`src/rtl/bht_ctrl.sv`:
```
// Branch history table controller: 2-bit saturating counters behind a single
// access port shared between fetch lookups and resolved-branch updates.

module bht_cntr (
    input  logic       clk,
    input  logic       reset,
    input  logic       en,
    input  logic [1:0] d,
    output logic [1:0] q
);
    always_ff @(posedge clk or negedge reset) begin
        if (!reset)  q <= 2'b01;
        else if (en) q <= d;
    end
endmodule

module bht_ctrl #(
    parameter int p_num_entries = 16,
    parameter int p_idx_nbits   = $clog2(p_num_entries),
    parameter int p_max_stall   = 3
) (
    input  logic                   clk,
    input  logic                   reset,
    input  logic                   flush,
    input  logic                   pred_req_val,
    output logic                   pred_req_rdy,
    input  logic [p_idx_nbits-1:0] pred_req_idx,
    output logic                   pred_resp_val,
    output logic                   pred_resp_taken,
    input  logic                   upd_val,
    output logic                   upd_rdy,
    input  logic [p_idx_nbits-1:0] upd_idx,
    input  logic                   upd_taken,
    output logic                   init_done
);
    localparam int STALL_W = $clog2(p_max_stall + 1);
    localparam logic [p_idx_nbits-1:0] LAST_IDX = p_idx_nbits'(p_num_entries - 1);
    localparam logic [STALL_W-1:0]     MAX_STALL = STALL_W'(p_max_stall);

    typedef enum logic {S_INIT, S_RUN} state_t;

    typedef struct packed {
        logic [p_idx_nbits-1:0] idx;
        logic                   taken;
    } upd_t;

    state_t                        state;
    logic [p_idx_nbits-1:0]        sweep_idx;
    upd_t                          pend;
    logic                          pend_val;
    logic [STALL_W-1:0]            stall_cnt;

    logic [p_num_entries-1:0][1:0] cntr_q;
    logic [p_num_entries-1:0]      we;
    logic [1:0]                    wdata;
    logic [1:0]                    cur, nxt;

    logic run, upd_grant, pred_fire, upd_fire;

    // Flush squashes every handshake in its cycle, so the ready outputs drop with it.
    assign run          = (state == S_RUN) && !flush;
    assign upd_grant    = run && pend_val && (!pred_req_val || stall_cnt == MAX_STALL);
    assign pred_req_rdy = run && !upd_grant;
    assign upd_rdy      = run && !pend_val;
    assign pred_fire    = pred_req_val && pred_req_rdy;
    assign upd_fire     = upd_val && upd_rdy;
    assign init_done    = (state == S_RUN);

    always_comb begin
        cur = cntr_q[pend.idx];
        if (pend.taken) nxt = (cur == 2'b11) ? cur : cur + 2'b01;
        else            nxt = (cur == 2'b00) ? cur : cur - 2'b01;
    end

    always_comb begin
        we    = '0;
        wdata = 2'b01;
        if (state == S_INIT && !flush) begin
            we[sweep_idx] = 1'b1;
        end else if (upd_grant) begin
            we[pend.idx] = 1'b1;
            wdata        = nxt;
        end
    end

    for (genvar i = 0; i < p_num_entries; i++) begin : g_cntr
        bht_cntr u_cntr (
            .clk   (clk),
            .reset (reset),
            .en    (we[i]),
            .d     (wdata),
            .q     (cntr_q[i])
        );
    end

    always_ff @(posedge clk or negedge reset) begin
        if (!reset) begin
            state           <= S_INIT;
            sweep_idx       <= '0;
            pend            <= '0;
            pend_val        <= 1'b0;
            stall_cnt       <= '0;
            pred_resp_val   <= 1'b0;
            pred_resp_taken <= 1'b0;
        end else if (flush) begin
            state         <= S_INIT;
            sweep_idx     <= '0;
            pend_val      <= 1'b0;
            stall_cnt     <= '0;
            pred_resp_val <= 1'b0;
        end else begin
            case (state)
                S_INIT: begin
                    pred_resp_val <= 1'b0;
                    sweep_idx     <= sweep_idx + p_idx_nbits'(1);
                    if (sweep_idx == LAST_IDX) state <= S_RUN;
                end
                S_RUN: begin
                    pred_resp_val <= pred_fire;
                    if (pred_fire) pred_resp_taken <= cntr_q[pred_req_idx][1];
                    if (upd_grant) begin
                        pend_val  <= 1'b0;
                        stall_cnt <= '0;
                    end else if (pend_val && pred_req_val) begin
                        stall_cnt <= stall_cnt + STALL_W'(1);
                    end
                    // upd_rdy is low while pending, so a grant and a refill never coincide.
                    if (upd_fire) begin
                        pend_val   <= 1'b1;
                        pend.idx   <= upd_idx;
                        pend.taken <= upd_taken;
                    end
                end
                default: state <= S_INIT;
            endcase
        end
    end
endmodule

```
`config.mk`:
```
export PLATFORM = sky130hd
export DESIGN_NAME = bht_ctrl
export DESIGN_NICKNAME = d
export VERILOG_FILES = /design/src/rtl/bht_ctrl.sv
export SDC_FILE = /design/constraint.sdc
export NUM_CORES = 1
export LEC_CHECK = 0
export CAP_MARGIN = 15
export CORE_MARGIN = 2
export CORE_UTILIZATION = 60
export DETAILED_ROUTE_END_ITERATION = 7
export GPL_TIMING_DRIVEN = 0
export PLACE_DENSITY = 0.81
export SETUP_SLACK_MARGIN = 0.15
export SLEW_MARGIN = 20
export SYNTH_ARGS = -nofsm -noshare
export SYNTH_HDL_FRONTEND = slang
export SYNTH_SLANG_ARGS = --single-unit
```
`constraint.sdc`:
```
create_clock -name clk -period 3 [get_ports clk]
set_input_delay 0.6 -clock clk [delete_from_list [all_inputs] [get_ports clk]]
set_output_delay 0.6 -clock clk [all_outputs]
set_load 0.05 [all_outputs]
```
**Word-level counts from Yosys, hierarchy flattened**

Cells that the tools add are included.

- Register bits: 47
- Latch bits: 0
- RAM bits: 0
- Memory bits (read-only): 0
- Output and inout port bits: 5
- Memories kept: 0

- Add/subtract/negate cells: 4
- Multipliers: 0
- Divide/modulo/power cells: 0
- $lt $le $gt $ge: 5
- Eq/ne operators: 4
- Shifts and indexed selects: 0
- Muxes and demuxes: 30
- Bitwise gates (word level): 2
- Reduce and logical (&&, ||, !) cells: 24

Operators by type and width:

| cell | number |
|---|---|
| 2-to-1 mux 16 bit | 2 |
| 2-to-1 mux 2 bit | 11 |
| binary-select mux 2 bit (select 4 bit) | 2 |
| less-than comparator 4 x 5 -> 1 bit (second input constant) | 3 |
| logical AND 1 bit | 11 |
| 2-to-1 mux 1 bit | 10 |
| demux 1 bit (select 4 bit) | 2 |
| >= comparator 4 x 1 -> 1 bit (second input constant) | 2 |
| 2-to-1 mux 4 bit | 2 |
| AND reduction 3 bit | 2 |
| nonzero test 3 bit | 2 |
| adder 2 x 1 -> 2 bit (second input constant) | 2 |
| adder 4 x 1 -> 4 bit (second input constant) | 1 |
| equality test 2 bit (second input constant) | 2 |
| equality test 4 bit (second input constant) | 1 |
| logical NOT 1 bit | 4 |
| AND reduction 2 bit | 2 |
| logical NOT 2 bit | 1 |
| inequality test 2 bit (second input constant) | 1 |
| NOT 1 bit | 2 |
| case mux 1 bit (2 select lines) | 1 |
| nonzero test 2 bit | 1 |
| subtractor 2 x 1 -> 2 bit (second input constant) | 1 |
| logical OR 1 bit | 1 |

**Longest topological paths before layout**

- Depth in word-level cells: 9
- Depth in mapped cells: 7

**By module**

Synthesis repeated with hierarchy kept, for this count alone.

- Cell total of the unflattened synthesis: 198
- Area total of the unflattened synthesis: 2507.4 um^2

By module, submodules not included:

| module | instances | cells an instance | area each (um^2) | seq. area each (um^2) |
|---|---|---|---|---|
| bht_ctrl | 1 | 134 | 1326.3 | 375.4 |
| bht_cntr | 16 | 4 | 73.8 | 51.3 |

**Worst setup path after synthesis**

No wires, ideal clock.

- Kind: register to register
- Start point: register state, in the netlist init_done
- End point: register pend[0] (netlist bit)
- Setup time: 0.125 ns
- Data arrival time: 2.441 ns
- Data required time: 2.875 ns
- Path slack: 0.434 ns
- Cell stages (with the launch flop): 7
- Path buffers: 2
- Path through: dfrtp_1 > buf_2 > nand2_1 > nor2_1 > and2_1 > clkbuf_1 > mux2_2

- Longest elaborated chain between the ends: 4

RTL lines:

| element | line | text |
|---|---|---|
| start, declared | 47 | `state_t state;` |
| start signal, assigned | 98 | `state <= S_INIT;` |
| start signal, assigned | 106 | `state <= S_INIT;` |
| start signal, assigned | 116 | `if (sweep_idx == LAST_IDX) state <= S_RUN;` |
| logical AND 1 bit | 61 | `assign run = (state == S_RUN) && !flush;` |
| logical AND 1 bit | 64 | `assign upd_rdy = run && !pend_val;` |
| net upd_rdy | 31 | `output logic upd_rdy,` |
| logical AND 1 bit | 66 | `assign upd_fire = upd_val && upd_rdy;` |
| AND reduction 3 bit (no line) | -- |  |
| end, declared | 49 | `upd_t pend;` |

The timed path passes the listed nets, and every way through them passes these cells.
A chain may end at the register's enable or synchronous reset.

**Worst setup path in the final report**

- Start point: input port flush
- End point: register g_cntr[11].u_cntr.q[1]

- Longest elaborated chain between the ends: 6
- Elaborated cells on any way between the ends: 9
- Those cells by class: 4 x mux; 5 x reduce/logical

RTL lines:

| element | line | text |
|---|---|---|
| start, declared | 24 | `input logic flush,` |
| logical NOT 1 bit (*) | 61, 78 |  |
| logical AND 1 bit | 61 |  |
| logical AND 1 bit (2 in series) | 62 | `assign upd_grant = run && pend_val && (!pred_req_val \|\| stall_cnt == MAX_STALL);` |
| 2-to-1 mux 2 bit or 2-to-1 mux 16 bit (tied branches) | 80 | `end else if (upd_grant) begin` |
| 2-to-1 mux 2 bit or 2-to-1 mux 16 bit (tied branches) | 78 | `if (state == S_INIT && !flush) begin` |
| end signal, assigned | 12 | `if (!reset) q <= 2'b01;` |
| end signal, assigned | 13 | `else if (en) q <= d;` |
| end, declared | 9 | `output logic [1:0] q` |

Every way passes the cells marked *; elsewhere a longest branch is shown, timed or not.

==> summary.md <==
| Metric | Value |
|---|---|
| Post-route DRC | 0 |
| Leakage dissipation | 0.00125 uW |
| Cell count after synthesis | 257 |
| Share of cells above drive strength 1 | 0.229 |
| Status | finished, final reports clean |
| Final hold violations | 0 |
| Count of flip-flops with a built-in enable after synthesis | 0 |
| Critical path class | in2reg |
| Worst-case clock buffer depth | 2 |
| IO Pins | 19 |
| Clock Latency Late Sink | 300 ps |
| Antenna Nets Post-Route | 0 |
| First-pass GRT wire length | 10700 um |
| Hold Crit Class | in2async |
| Tcrit/Tclk final | 0.868 |
| GRT Total Usage | 0.274 |
| P per Cell Area | 442 nW/um2 |
| Peak VDD IR | 0.000342 V |
| Met1 usage | 0.366 |
| Gp weighted congestion | 0.869 |
| Post-synth top flop | dfrtp_1 |
| Syn Area/Cell | 10.9 um2 |
| Final min period | 2600 ps |
| Synthesis-to-finish area growth | 13.1% |
| FF+latch count, synth | 47 |
| Vias in the first global route | 2163 |
| Initial Util | 0.632 |
| Std cell rows | 24 |
| Async S/R FF share, synth | 1.00 |
| Setup TNS Final | 0 ps |
| Crit path launch | flush |
| Final WL | 6530 um |
| Via count | 2147 |
| Total CTS buffers | 5 |
| GRT overflow | 0 |
| Dpl ws | 116 ps |
| WP data required | 3180 ps |
| RSZ-0062 raised after global routing | false |
| Mapped Area | 2790 um2 |
| Worst Setup End Kind | register |
| DRT iter0 DRCs | 205 |
| Fin. max-slew vios | 0 |
| Detailed placement HPWL | 4840 um |
| Via/cell ratio | 6.39 |
| Max-capacitance violation count | 0 |
| Sink Count | 47 |
| Worst r2r path cells | 6 |
| CTS H-tree lvls | 2 |
| Initial antenna violation count | 0 |
| CTS tree | yes |
| Worst clock skew | 6.55 ps |
| Seq/Total Area, Yosys | 0.429 |
| Floorplan Core Area | 4410 um2 |
| Max-slew headroom | 0.250 |
| Max Clk Rate | 0.384 GHz |
| Die area | 5210 um2 |
| Reg-to-reg startpoint | pend_val$_DFFE_PN0P_ |
| Diode count | 0 |
| CTS root buf | clkbuf_8 |
| Pin count of the biggest net entering global routing | 26 |
| Final nets | 302 |
| Hold_buf cts | 0 |
| Die Span Y | 72.2 um |
| Final setup viols | 0 |
| R2r endpoint | g_cntr[11].u_cntr.q[1]$_DFFE_PN0P_ |
| Reg clk slew, reported paths | 90 ps |
| Synth Warn # | 0 |
| Grt met3 use | 0.0667 |
| Register-to-register setup slack | 660 ps |
| DRT Pass-1 Iters | 4 |
| Synth Net Count | 276 |
| Fillers | 347 |
| Buffers on Ports | 18 |
| Routed len/inst | 19.4 um |
| Critical Path Start Type | input pin |
| Global route hottest layer | met2 |
| Worst setup path endpoint | g_cntr[11].u_cntr.q[1]$_DFFE_PN0P_ |
| Worst-margin pin slew | 1120 ps |
| CP arrival | 2780 ps |
| Final WS setup | 396 ps |
| Distinct cells, synth | 48 |
| Global Route met2 Usage | 0.436 |
| Die W | 72.2 um |
| Worst Path Max Fanout | 6 |
==> flip-flops by register name, summed over array words and instances (netlist names) <==
| name | flops |
|---|---|
| pred_resp_val | 1 |
| init_done | 1 |
| pend | 5 |
| stall_cnt | 2 |
| pend_val | 1 |
| sweep_idx | 4 |
| pred_resp_taken | 1 |
| g_cntr.u_cntr.q | 32 |
==> power breakdown <==
group / switching, uW / total (uW) / internal, uW / leakage (uW)
Sequential: 31.2 / 732 / 701 / 0.000589
Clock: 213 / 423 / 211 / 0.0000515
Combinational: 127 / 239 / 112 / 0.000610
Total: 371 / 1390 / 1020 / 0.00125
==> per-layer routing <==
| layer | part of all wire | vias up |
|---|---|---|
| met3 | 0.080 | 17 |
| met2 | 0.46 | 102 |
| met1 | 0.43 | 1036 |
| li1 | - | 992 |
| met4 | 0.026 | 0 |
| met5 | 0 | - |
==> critical path: stages <==
cell and delay [ps]:
clkdlybuf4s50_1 510, or2_0 280, nor4b_1 790, nand3_1 330
nand3_1 160, o21ai_0 90
==> Yosys cell counts, drive strengths merged, types with 2 or more instances <==
cell type  instances  share of area
o21ai             13          0.023
xor2               2         0.0063
nor2b              7          0.016
a31oi              5          0.011
maj3               2         0.0090
nand3             16          0.029
o21a               3         0.0081
mux2               6          0.024
nand4              4         0.0090
nand2             23          0.031
and3               3         0.0067
a21oi             22          0.045
and2               2         0.0045
or2                4         0.0090
dfrtp             31           0.28
clkbuf             8          0.011
buf                6          0.018
nand2b             3         0.0067
nor3b              5          0.013
nor2              19          0.026
inv                5         0.0067
nand3b             6          0.016
o22ai              3         0.0067
dfstp             16           0.15
mux2i             13          0.074
ha                 5          0.022
mux4              13           0.10
==> per-stage QoR <==
step	std cells	hold WS (ps)	utilization	area, um2	total power (uW)
final	336	274	0.715	3150	1390
after floorplan	257	304	-	2790	894
after detailed placement	328	507	0.691	3050	981
after global routing	336	316	0.715	3150	1450
after CTS	336	294	0.713	3150	1400
after global placement	327	490	0.687	3030	970
==> cell type report <==
class | count | area (um2) | share of cell area
Buffer | 14 | 81.3 | 0.0258
Clock buffer | 8 | 100 | 0.0317
Inverter | 5 | 18.8 | 0.00595
Multi-Input combinational cell | 191 | 1490 | 0.473
Sequential cell | 47 | 1200 | 0.379
Tap cell | 52 | 65.1 | 0.0206
Timing Repair Buffer | 19 | 200 | 0.0635
==> kinds of logic after synthesis <==
family / count (synthesis) / synth area share
AND/OR/NAND/NOR: 98 / 0.183
flip-flops: 47 / 0.429
multiplexers: 32 / 0.203
AO/OA/AOI/OAI: 51 / 0.109
XOR/XNOR: 3 / 0.00942
buffers and inverters: 19 / 0.0359
adder cells (fa/ha/maj): 7 / 0.0314
==> cell usage in the layout (no fill, tap or decap), types with 3 or more instances in the layout <==
cell type and count:
mux2i_4 6, buf_2 3, mux4_2 13, nand4_1 4, nor2_1 19, o21ai_0 9
clkbuf_1 9, a21oi_1 18, inv_1 5, dfstp_2 16, nand3b_1 6, ha_1 5
and3_1 3, clkbuf_8 7, nand3_1 16, mux2i_1 7, mux2_2 6, clkdlybuf4s50_1 15
a31oi_1 5, dfrtp_1 31, nand2_1 23, o21a_1 3, nor2b_1 7, nand2b_1 3
o21ai_1 4, nor3b_1 5, a21oi_2 4, o22ai_1 3
==> worst min path at each step <==
stage	cells after the start	to	startpoint	slack, ps
after floorplan	0	g_cntr[0].u_cntr.q[1]$_DFFE_PN0P_	reset	300
after global placement	1	pred_resp_taken$_DFFE_PN0P_	pred_resp_taken$_DFFE_PN0P_	490
after detailed placement	1	g_cntr[7].u_cntr.q[0]$_DFFE_PN1P_	g_cntr[7].u_cntr.q[0]$_DFFE_PN1P_	510
after CTS	1	pend_val$_DFFE_PN0P_	reset	290
after global routing	1	g_cntr[8].u_cntr.q[1]$_DFFE_PN0P_	reset	320
final	1	pend_val$_DFFE_PN0P_	reset	270
==> repair_timing <==
action,in CTS,in global routing
buffers inserted,0,0
gates resized for setup,0,2
setup endpoints to repair,0,2
Note: power is estimated with default switching activity, not from simulation.
